## src/rtl/bit_serializer.sv

```systemverilog
// bit_serializer: WIDTH-bit valid/ready words to a gapless serial bit stream.
// Define BIT_SERIALIZER_PARITY_EN to append an even-parity bit to each frame.
module bit_serializer #(
   parameter int WIDTH     = 8,
   parameter bit MSB_FIRST = 1'b1,
   parameter bit IDLE_BIT  = 1'b0
) (
   input  logic             clk,
   input  logic             reset,
   input  logic [WIDTH-1:0] din,
   input  logic             din_valid,
   output logic             din_ready,
   output logic             dout,
   output logic             dout_valid,
   output logic             last_bit,
   output logic             busy
);
`ifdef BIT_SERIALIZER_PARITY_EN
   localparam int FL = WIDTH + 1;
`else
   localparam int FL = WIDTH;
`endif
   localparam int CW = $clog2(FL);

   typedef enum logic {IDLE, SHIFT} state_t;

   state_t        state, state_n;
   logic [FL-1:0] sh, sh_n, load;
   logic [CW-1:0] cnt, cnt_n;
   logic          xfer;

   // The frame is laid out in the shift register so the next bit always sits at the exit end.
`ifdef BIT_SERIALIZER_PARITY_EN
   assign load = MSB_FIRST ? {din, ^din} : {^din, din};
`else
   assign load = din;
`endif

   assign din_ready = (state == IDLE) || last_bit;
   assign xfer      = din_valid && din_ready;
   assign busy      = dout_valid;

   always_comb begin
      state_n = state;
      sh_n    = sh;
      cnt_n   = cnt;
      if (xfer) begin
         state_n = SHIFT;
         sh_n    = load;
         cnt_n   = '0;
      end else if (last_bit) begin
         state_n = IDLE;
         sh_n    = '0;
         cnt_n   = '0;
      end else if (state == SHIFT) begin
         sh_n    = MSB_FIRST ? sh << 1 : sh >> 1;
         cnt_n   = cnt + 1'b1;
      end
   end

   always_ff @(posedge clk or posedge reset) begin
      if (reset) begin
         state      <= IDLE;
         sh         <= '0;
         cnt        <= '0;
         dout       <= IDLE_BIT;
         dout_valid <= 1'b0;
         last_bit   <= 1'b0;
      end else begin
         state      <= state_n;
         sh         <= sh_n;
         cnt        <= cnt_n;
         dout       <= (state_n == SHIFT) ? (MSB_FIRST ? sh_n[FL-1] : sh_n[0]) : IDLE_BIT;
         dout_valid <= state_n == SHIFT;
         last_bit   <= (state_n == SHIFT) && (cnt_n == CW'(FL - 1));
      end
   end
endmodule

```

## config.mk

```make
export PLATFORM = sky130hd
export DESIGN_NAME = bit_serializer
export DESIGN_NICKNAME = d
export VERILOG_FILES = /design/src/rtl/bit_serializer.sv
export SDC_FILE = /design/constraint.sdc
export NUM_CORES = 1
export LEC_CHECK = 0
export ABC_AREA = 1
export BUFFER_PORTS_ARGS = -buffer_cell sky130_fd_sc_hd__buf_2
export CORE_AREA = 3 3 40 42
export DETAILED_ROUTE_END_ITERATION = 8
export DIE_AREA = 0 0 43 45
export HOLD_SLACK_MARGIN = 0.08
export PLACE_DENSITY = 0.75
export SLEW_MARGIN = 20
export SYNTH_ARGS = -nofsm -noshare
export SYNTH_HDL_FRONTEND = slang
export SYNTH_SLANG_ARGS = --single-unit
```

## constraint.sdc

```tcl
create_clock -name clk -period 2.2 [get_ports clk]
set_clock_uncertainty 0.2 [all_clocks]
set_input_delay 0.33 -clock clk [delete_from_list [all_inputs] [get_ports clk]]
set_output_delay 0.33 -clock clk [all_outputs]
set_load 0.02 [all_outputs]
```

==> impl_results.md, run 1 <==
* Worst r2r src: state$_DFF_PP0_
* Clk buf depth at 2
* Final setup fails at 0
* WHS Path Cells at 3
* Flops & latches, synth at 13
* Syn_nets at 88
* Post-Place Cell Area at 734 um2
* Largest family of logic cells by synthesized area: simple AND/OR/NAND/NOR gates
* Simple-gate share of the synthesized area at 0.417
* Core Rows at 13
* FF-to-FF path depth at 5
* Final hold violation count at 0
* Crit Path Max Fanout at 10
* Cell area after layout at 851 um2
* Share of layout cells above drive strength 1 at 0.294
* ANT nets after route at 0
* Final net count at 115
* Clock Latency Late Sink at 0.27 ns
* CP Capture Type: primary output
* Critical Path Sink: din_ready
* Peak supply drop at 630 uV
* Buffers on Ports at 15
* Internal power at 0.584 mW
* Global placer's final weighted congestion at 0.693
* Post-synthesis compound-gate area fraction at 0
* Worst EP arrival at 1.16 ns
* Clk sinks at 13
* Gate power share at 0.455
* Worst-Margin Slew at 0.487 ns
* WL/cell at 10.7 um
* Routed vias at 547
* Initial antenna violation count at 0
* Switching fraction of total power at 0.416
* Die width at 43 um
* Ys Warns at 0
* Worst Path Required at 1.67 ns
* Largest net degree at the start of global routing at 14
* Yosys top cell area share at 0.493
* Leakage at 0.455 nW
* Final setup TNS at 0 ns
* Max Cap Violations at 0
* Yosys top cell by area: dfrtp_1
* Post-CTS Resized at 0
* DRT Wirelength at 1250 um
* CTS H-Tree Depth at 1
* DP HPWL at 911 um
* Post-layout minimum cycle time at 1.69 ns
* Post-Syn Area at 659 um2
* Tcrit/Tclk final at 0.768
* Post-Syn Area per Cell at 8.68 um2
* Total gr overflow at 0
* CTS tree: yes
* Reg-to-reg setup timing slack at 0.83 ns
* Worst Hold Slack at 0.187 ns
* RSZ-0062 raised after global routing: no
* Synth area leaders: dfrtp_1 (49%), nand2_1 (18%), nand3_1 (6.1%), nand2_2 (3.8%), nand2_4 (3.4%)
* Via density at 4.68
* Post-synthesis mux area share at 0
* Worst Hold Class: in -> reg
* Switching Power at 0.416 mW
* Relative slew margins at 0.675
* Setup crit start: state$_DFF_PP0_
* Startpoint Class: flip-flop
* Kind of critical path: reg -> out
* Fmax achieved at 0.592 GHz
* Post-Synth XOR/XNOR Area at 0
* Synth unique cells at 16
* Sequential area share after synthesis at 0.493
* Register share of total power at 0.399
* Clock buffer count from CTS at 3
* FF-to-FF End: sh[1]$_DFFE_PP0P_
* Vias in the first global route at 501
* Synth Instances at 76
* Clock Pin Slew Worst Setup and Hold Paths at 0.08 ns
* Die H at 45 um
* # DRC at 0
* Total power at 1.00 mW
* Total GRT Usage at 0.154
* Final Max Slew Viols at 0
* Root buffer cell: clkbuf_4
* Clock share of power at 0.146
* Core Util, Final at 0.662
* Boundary pin count at 16
* Die area at 1940 um2
* TritonRoute pass-1 iters at 4
* Adder-cell share of the synthesized area at 0.0190
* P&R area growth vs syn at 29.0%
* Initial DRC Count at 8
* Global-route wire length before repair at 2100 um
* Core ar. at 1280 um2
* Status: finished, final reports clean
* P per Cell Area at 1180 nW/um2
* Initial core utilization at 0.513
* N_diodes at 0
## power groups by stage
| stage | registers, mW | logic [mW] | clock network (mW) |
|---|---|---|---|
| floorplan | 0.393 | 0.383 | 0 |
| global placement | 0.401 | 0.438 | 0 |
| detailed placement | 0.404 | 0.450 | 0 |
| CTS | 0.400 | 0.462 | 0.149 |
| global route | 0.411 | 0.506 | 0.163 |
| finish | 0.399 | 0.456 | 0.146 |
## layout make-up
cell class	instances	area [um2]
multi-input cells	55	288
repair buffers	24	165
flip-flops and latches	13	325
clock buffers	4	26.3
well taps	15	18.8
fillers	112	434
inverters	6	27.5
## metrics by stage
stage / setup WS, ns / instances
floorplan: 0.876 / 76
global placement: 0.825 / 104
detailed placement: 0.806 / 104
CTS: 0.505 / 117
global route: 0.436 / 117
finish: 0.510 / 117
## registers in the layout, summed over array words and instances (netlist names)
name / cells
last_bit: 1
sh: 7
state: 1
cnt: 3
dout: 1
## cells by family (layout without fill, tap and decap cells)
kind of cell               count (synthesis)  after routing
adders and majority gates                  1              1
buffers and inverters                      8             34
DFF                                       13             13
and+or+nand+nor                           54             54
## synth_stat cells
library cell	n
nand3_1	8
nor2_1	4
nor2_8	1
inv_1	4
nand2_4	2
buf_6	1
inv_2	1
nand3b_1	1
inv_6	1
buf_4	1
nor2_4	2
dfrtp_1	13
nand2_1	31
ha_1	1
nand2_2	4
nor2_2	1
## worst min path at each step
| stage | startpoint | endpoint |
|---|---|---|
| finish | din_valid | state$_DFF_PP0_ |
| global route | din_valid | state$_DFF_PP0_ |
| CTS | din_valid | state$_DFF_PP0_ |
| detailed placement | reset | sh[4]$_DFFE_PP0P_ |
| global placement | reset | sh[5]$_DFFE_PP0P_ |
| floorplan | reset | cnt[0]$_DFF_PP0_ |
## cells in the final DEF (no fill, tap or decap), drive strengths merged
cell,count
nand2,37
buf,15
dfrtp,13
dlygate4sd3,9
nand3,8
nor2,8
inv,6
clkbuf,4
nand3b,1
ha,1
## worst max-delay path, cell delays in order (launching register included)
cell,delay [ns]
dfrtp_1,0.60
nand2_2,0.11
buf_2,0.17
## per-layer routing
metal,vias up,track usage,wire length (um)
li1,281,-,-
met5,-,0,0
met3,4,0.0359,62
met4,0,0.0904,17
met2,14,0.272,663
met1,248,0.170,507
## repair_timing
action                    4_1_cts  5_1_grt
hold endpoints to repair       21        0
buffers inserted                0        0
hold buffers                    9        0
(Power assumes the default switching activity.)
==> run 2: changes to the inputs <==
ABC_AREA = 0   (was 1)
PLACE_DENSITY = 0.73   (was 0.75)
clock period = 1.6 ns   (was 2.2 ns; I/O delays follow)
==> run 2 against run 1 <==
Against the previous run: clock power increased by 42%; combinational power increased by 9.2%; routed wire length increased by 18%; sequential share of layout area increased by 1.3 points; flip-flop and latch count unchanged; cell area decreased by 2.6%; critical path type unchanged.
==> impl_results.md, run 2 <==
* WL/cell at 15.5 um
* Flops & latches, synth at 13
* WP buf/inv at 2
* Leakage at 0.394 nW
* Crit Path Max Fanout at 6
* Clk sinks at 13
* Final setup TNS at 0 ns
* Yosys top cell by area: dfrtp_1
* Root buffer cell: clkbuf_4
* Synth top cells by count: dfrtp_1 (13), nor2_1 (5), nor3b_1 (5)
* Most common cell in the netlist: dfrtp_1
* Synth unique cells at 19
* Most frequent cells in the layout: buf_2 (15), dfrtp_1 (11), dlygate4sd3_1 (9), nor2_1 (5), nor3b_1 (5)
* Relative slew margins at 0.672
* Final setup fails at 0
* Register Area at 328 um2
* Initial antenna violation count at 0
* Largest regs: sh x7, cnt x3
* Worst EP arrival at 1.09 ns
* Most common cell after layout, fill and taps aside: buf_2
* Crit-path leading delay family: flip-flops
* Number of placed instances, taps included at 79
* N_diodes at 0
* # DRC at 0
* Final hold violation count at 0
* Core ar. at 1280 um2
* CP peak stage delay at 0.46 ns
* Largest net degree at the start of global routing at 14
* DP HPWL at 983 um
* Via density at 5.41
* CP Capture Type: primary output
* Global-route wire length before repair at 2490 um
* Total GRT Usage at 0.185
* Tcrit/Tclk final at 0.958
* Startpoint Class: flip-flop
* Vias in the first global route at 535
* Buffers on Ports at 15
* RSZ-0062 raised after global routing: no
* Number of flops mapped to enable cells by yosys at 0
* Routed vias at 514
* ANT nets after route at 0
* Die area at 1940 um2
* Met3 routed WL at 75 um
* Final Max Slew Viols at 0
* Status: finished, final reports clean
* Final setup margin at 0.0672 ns
* Post-Syn Area at 634 um2
* Boundary pin count at 16
* Post-Syn Area per Cell at 12.0 um2
* Final net count at 93
* Synth Instances at 53
* Slowest cell on crit path: dfrtp_2
* Reg with most FFs: sh
* P&R area growth vs syn at 30.6%
* Multi-input gate area at 249 um2
* Clk buf depth at 2
* Share of layout cells above drive strength 1 at 0.350
* Top_reg_cell synth: dfrtp_1
* Fmax achieved at 0.652 GHz
* Worst Path Required at 1.16 ns
* Peak supply drop at 668 uV
* Worst-Margin Slew at 0.492 ns
* TritonRoute pass-1 iters at 4
* Highest Signal Layer: met4
* Syn_nets at 65
* Initial core utilization at 0.494
* Clock buffer count from CTS at 3
* Ys Warns at 0
* Initial DRC Count at 18
* Post-layout minimum cycle time at 1.53 ns
* Clock Pin Slew Worst Setup and Hold Paths at 0.08 ns
* Kind of critical path: reg -> out
* Die width at 43 um
* DP Worst Slack at 0.0943 ns
* Worst Hold Class: in -> reg
* Total gr overflow at 0
* Global placer's final weighted congestion at 0.752
* Synth area leaders: dfrtp_1 (51%), a221o_1 (6.3%), nor3b_1 (5.9%), buf_6 (5.3%), nor2b_4 (4.3%)
* Clock Latency Late Sink at 0.28 ns
* DRT met1 WL at 670 um
* CTS H-Tree Depth at 1
* Fill cells at 102
* DR WL met2 at 684 um
* Max Cap Violations at 0
* DRT Wirelength at 1470 um
* Async SR Flop Fraction at 1.00
* Worst path cell trace: nor2b_4 > inv_1 > buf_2
* Sequential area share after synthesis at 0.513
* Yosys top cell area share at 0.513
* Die H at 45 um
* Core Rows at 13
* Non-Filler Instances at 95
* Worst Hold Slack at 0.119 ns
* Max reg flops at 7
* CTS tree: yes
* P per Cell Area at 1480 nW/um2
run 2: changes by cell type after synthesis, moves of 2 or more:
cell	before	now
a221o_1	0	4
nand2_1	31	0
nor3b_1	0	5
nand3_1	8	0
a21oi_1	0	3
o2bb2ai_1	0	2
nand2_2	4	0
nor2_4	2	0
a22oi_1	0	3
buf_6	1	3
nand2_4	2	0
nor2b_4	0	2
run 2: report_power, final:
group	total [mW]	switching, mW	internal, mW	leakage (nW)
logic	0.498	0.243	0.255	0.215
registers	0.524	0.0789	0.445	0.164
clock network	0.207	0.110	0.0968	0.0150
run 2: metal layers:
| layer | vias to the layer above | global-route usage |
|---|---|---|
| li1 | 246 | - |
| met1 | 248 | 0.233 |
| met2 | 16 | 0.278 |
| met3 | 4 | 0.0359 |
| met4 | 0 | 0.145 |
| met5 | - | 0 |
run 2: final timing paths:
path                                     from                 end  slack (ns)  cells after the start
max reg2reg                   state$_DFF_PP0_   sh[4]$_DFFE_PP0P_        0.10                      4
max                        last_bit$_DFF_PP0_           din_ready        0.07                      3
min                                 din_valid     state$_DFF_PP0_        0.12                      2
max in group asynchronous               reset     state$_DFF_PP0_        0.53                      3
min reg2reg                  cnt[0]$_DFF_PP0_  last_bit$_DFF_PP0_        0.29                      1
min in group asynchronous               reset      dout$_DFF_PP0_        0.32                      3
run 2: worst reg2reg max path: cells and delay by family, from the launching register on:
family,cells,cell delay (ns)
flip-flops,1,0.41
buffers and inverters,1,0.16
AND/OR/NAND/NOR,2,0.54
AO/OA/AOI/OAI,1,0.14
run 2: what timing repair did:
| item | 4_1_cts | 5_1_grt |
|---|---|---|
| gates resized for setup | 0 | 1 |
| setup buffers | 3 | 0 |
| hold buffers | 9 | 0 |
| endpoints found under the setup margin | 1 | 1 |
| hold endpoints to repair | 21 | 0 |
run 2: final cells by class:
type	instances	share of cell area
repair buffers	28	0.236
multi-input cells	32	0.301
clock buffers	4	0.0317
well taps	15	0.0227
flip-flops and latches	13	0.396
inverters	3	0.0136
run 2: cells by family after synthesis:
family          count (synthesis)  share of synthesized area
compound gates                 14                      0.178
xor+xnor                        1                     0.0138
fa+ha+maj                       1                     0.0197
buf+inv                         8                     0.0947
flops                          13                      0.513
mux                             1                     0.0158
simple gates                   15                      0.166
run 2: metrics by stage:
stage	area (um2)	power, mW	util
3_5_place_dp	688	0.980	0.536
5_1_grt	828	1.31	0.645
2_1_floorplan	636	0.884	-
6_report	828	1.23	0.645
4_1_cts	827	1.23	0.644
3_3_place_gp	688	0.940	0.536
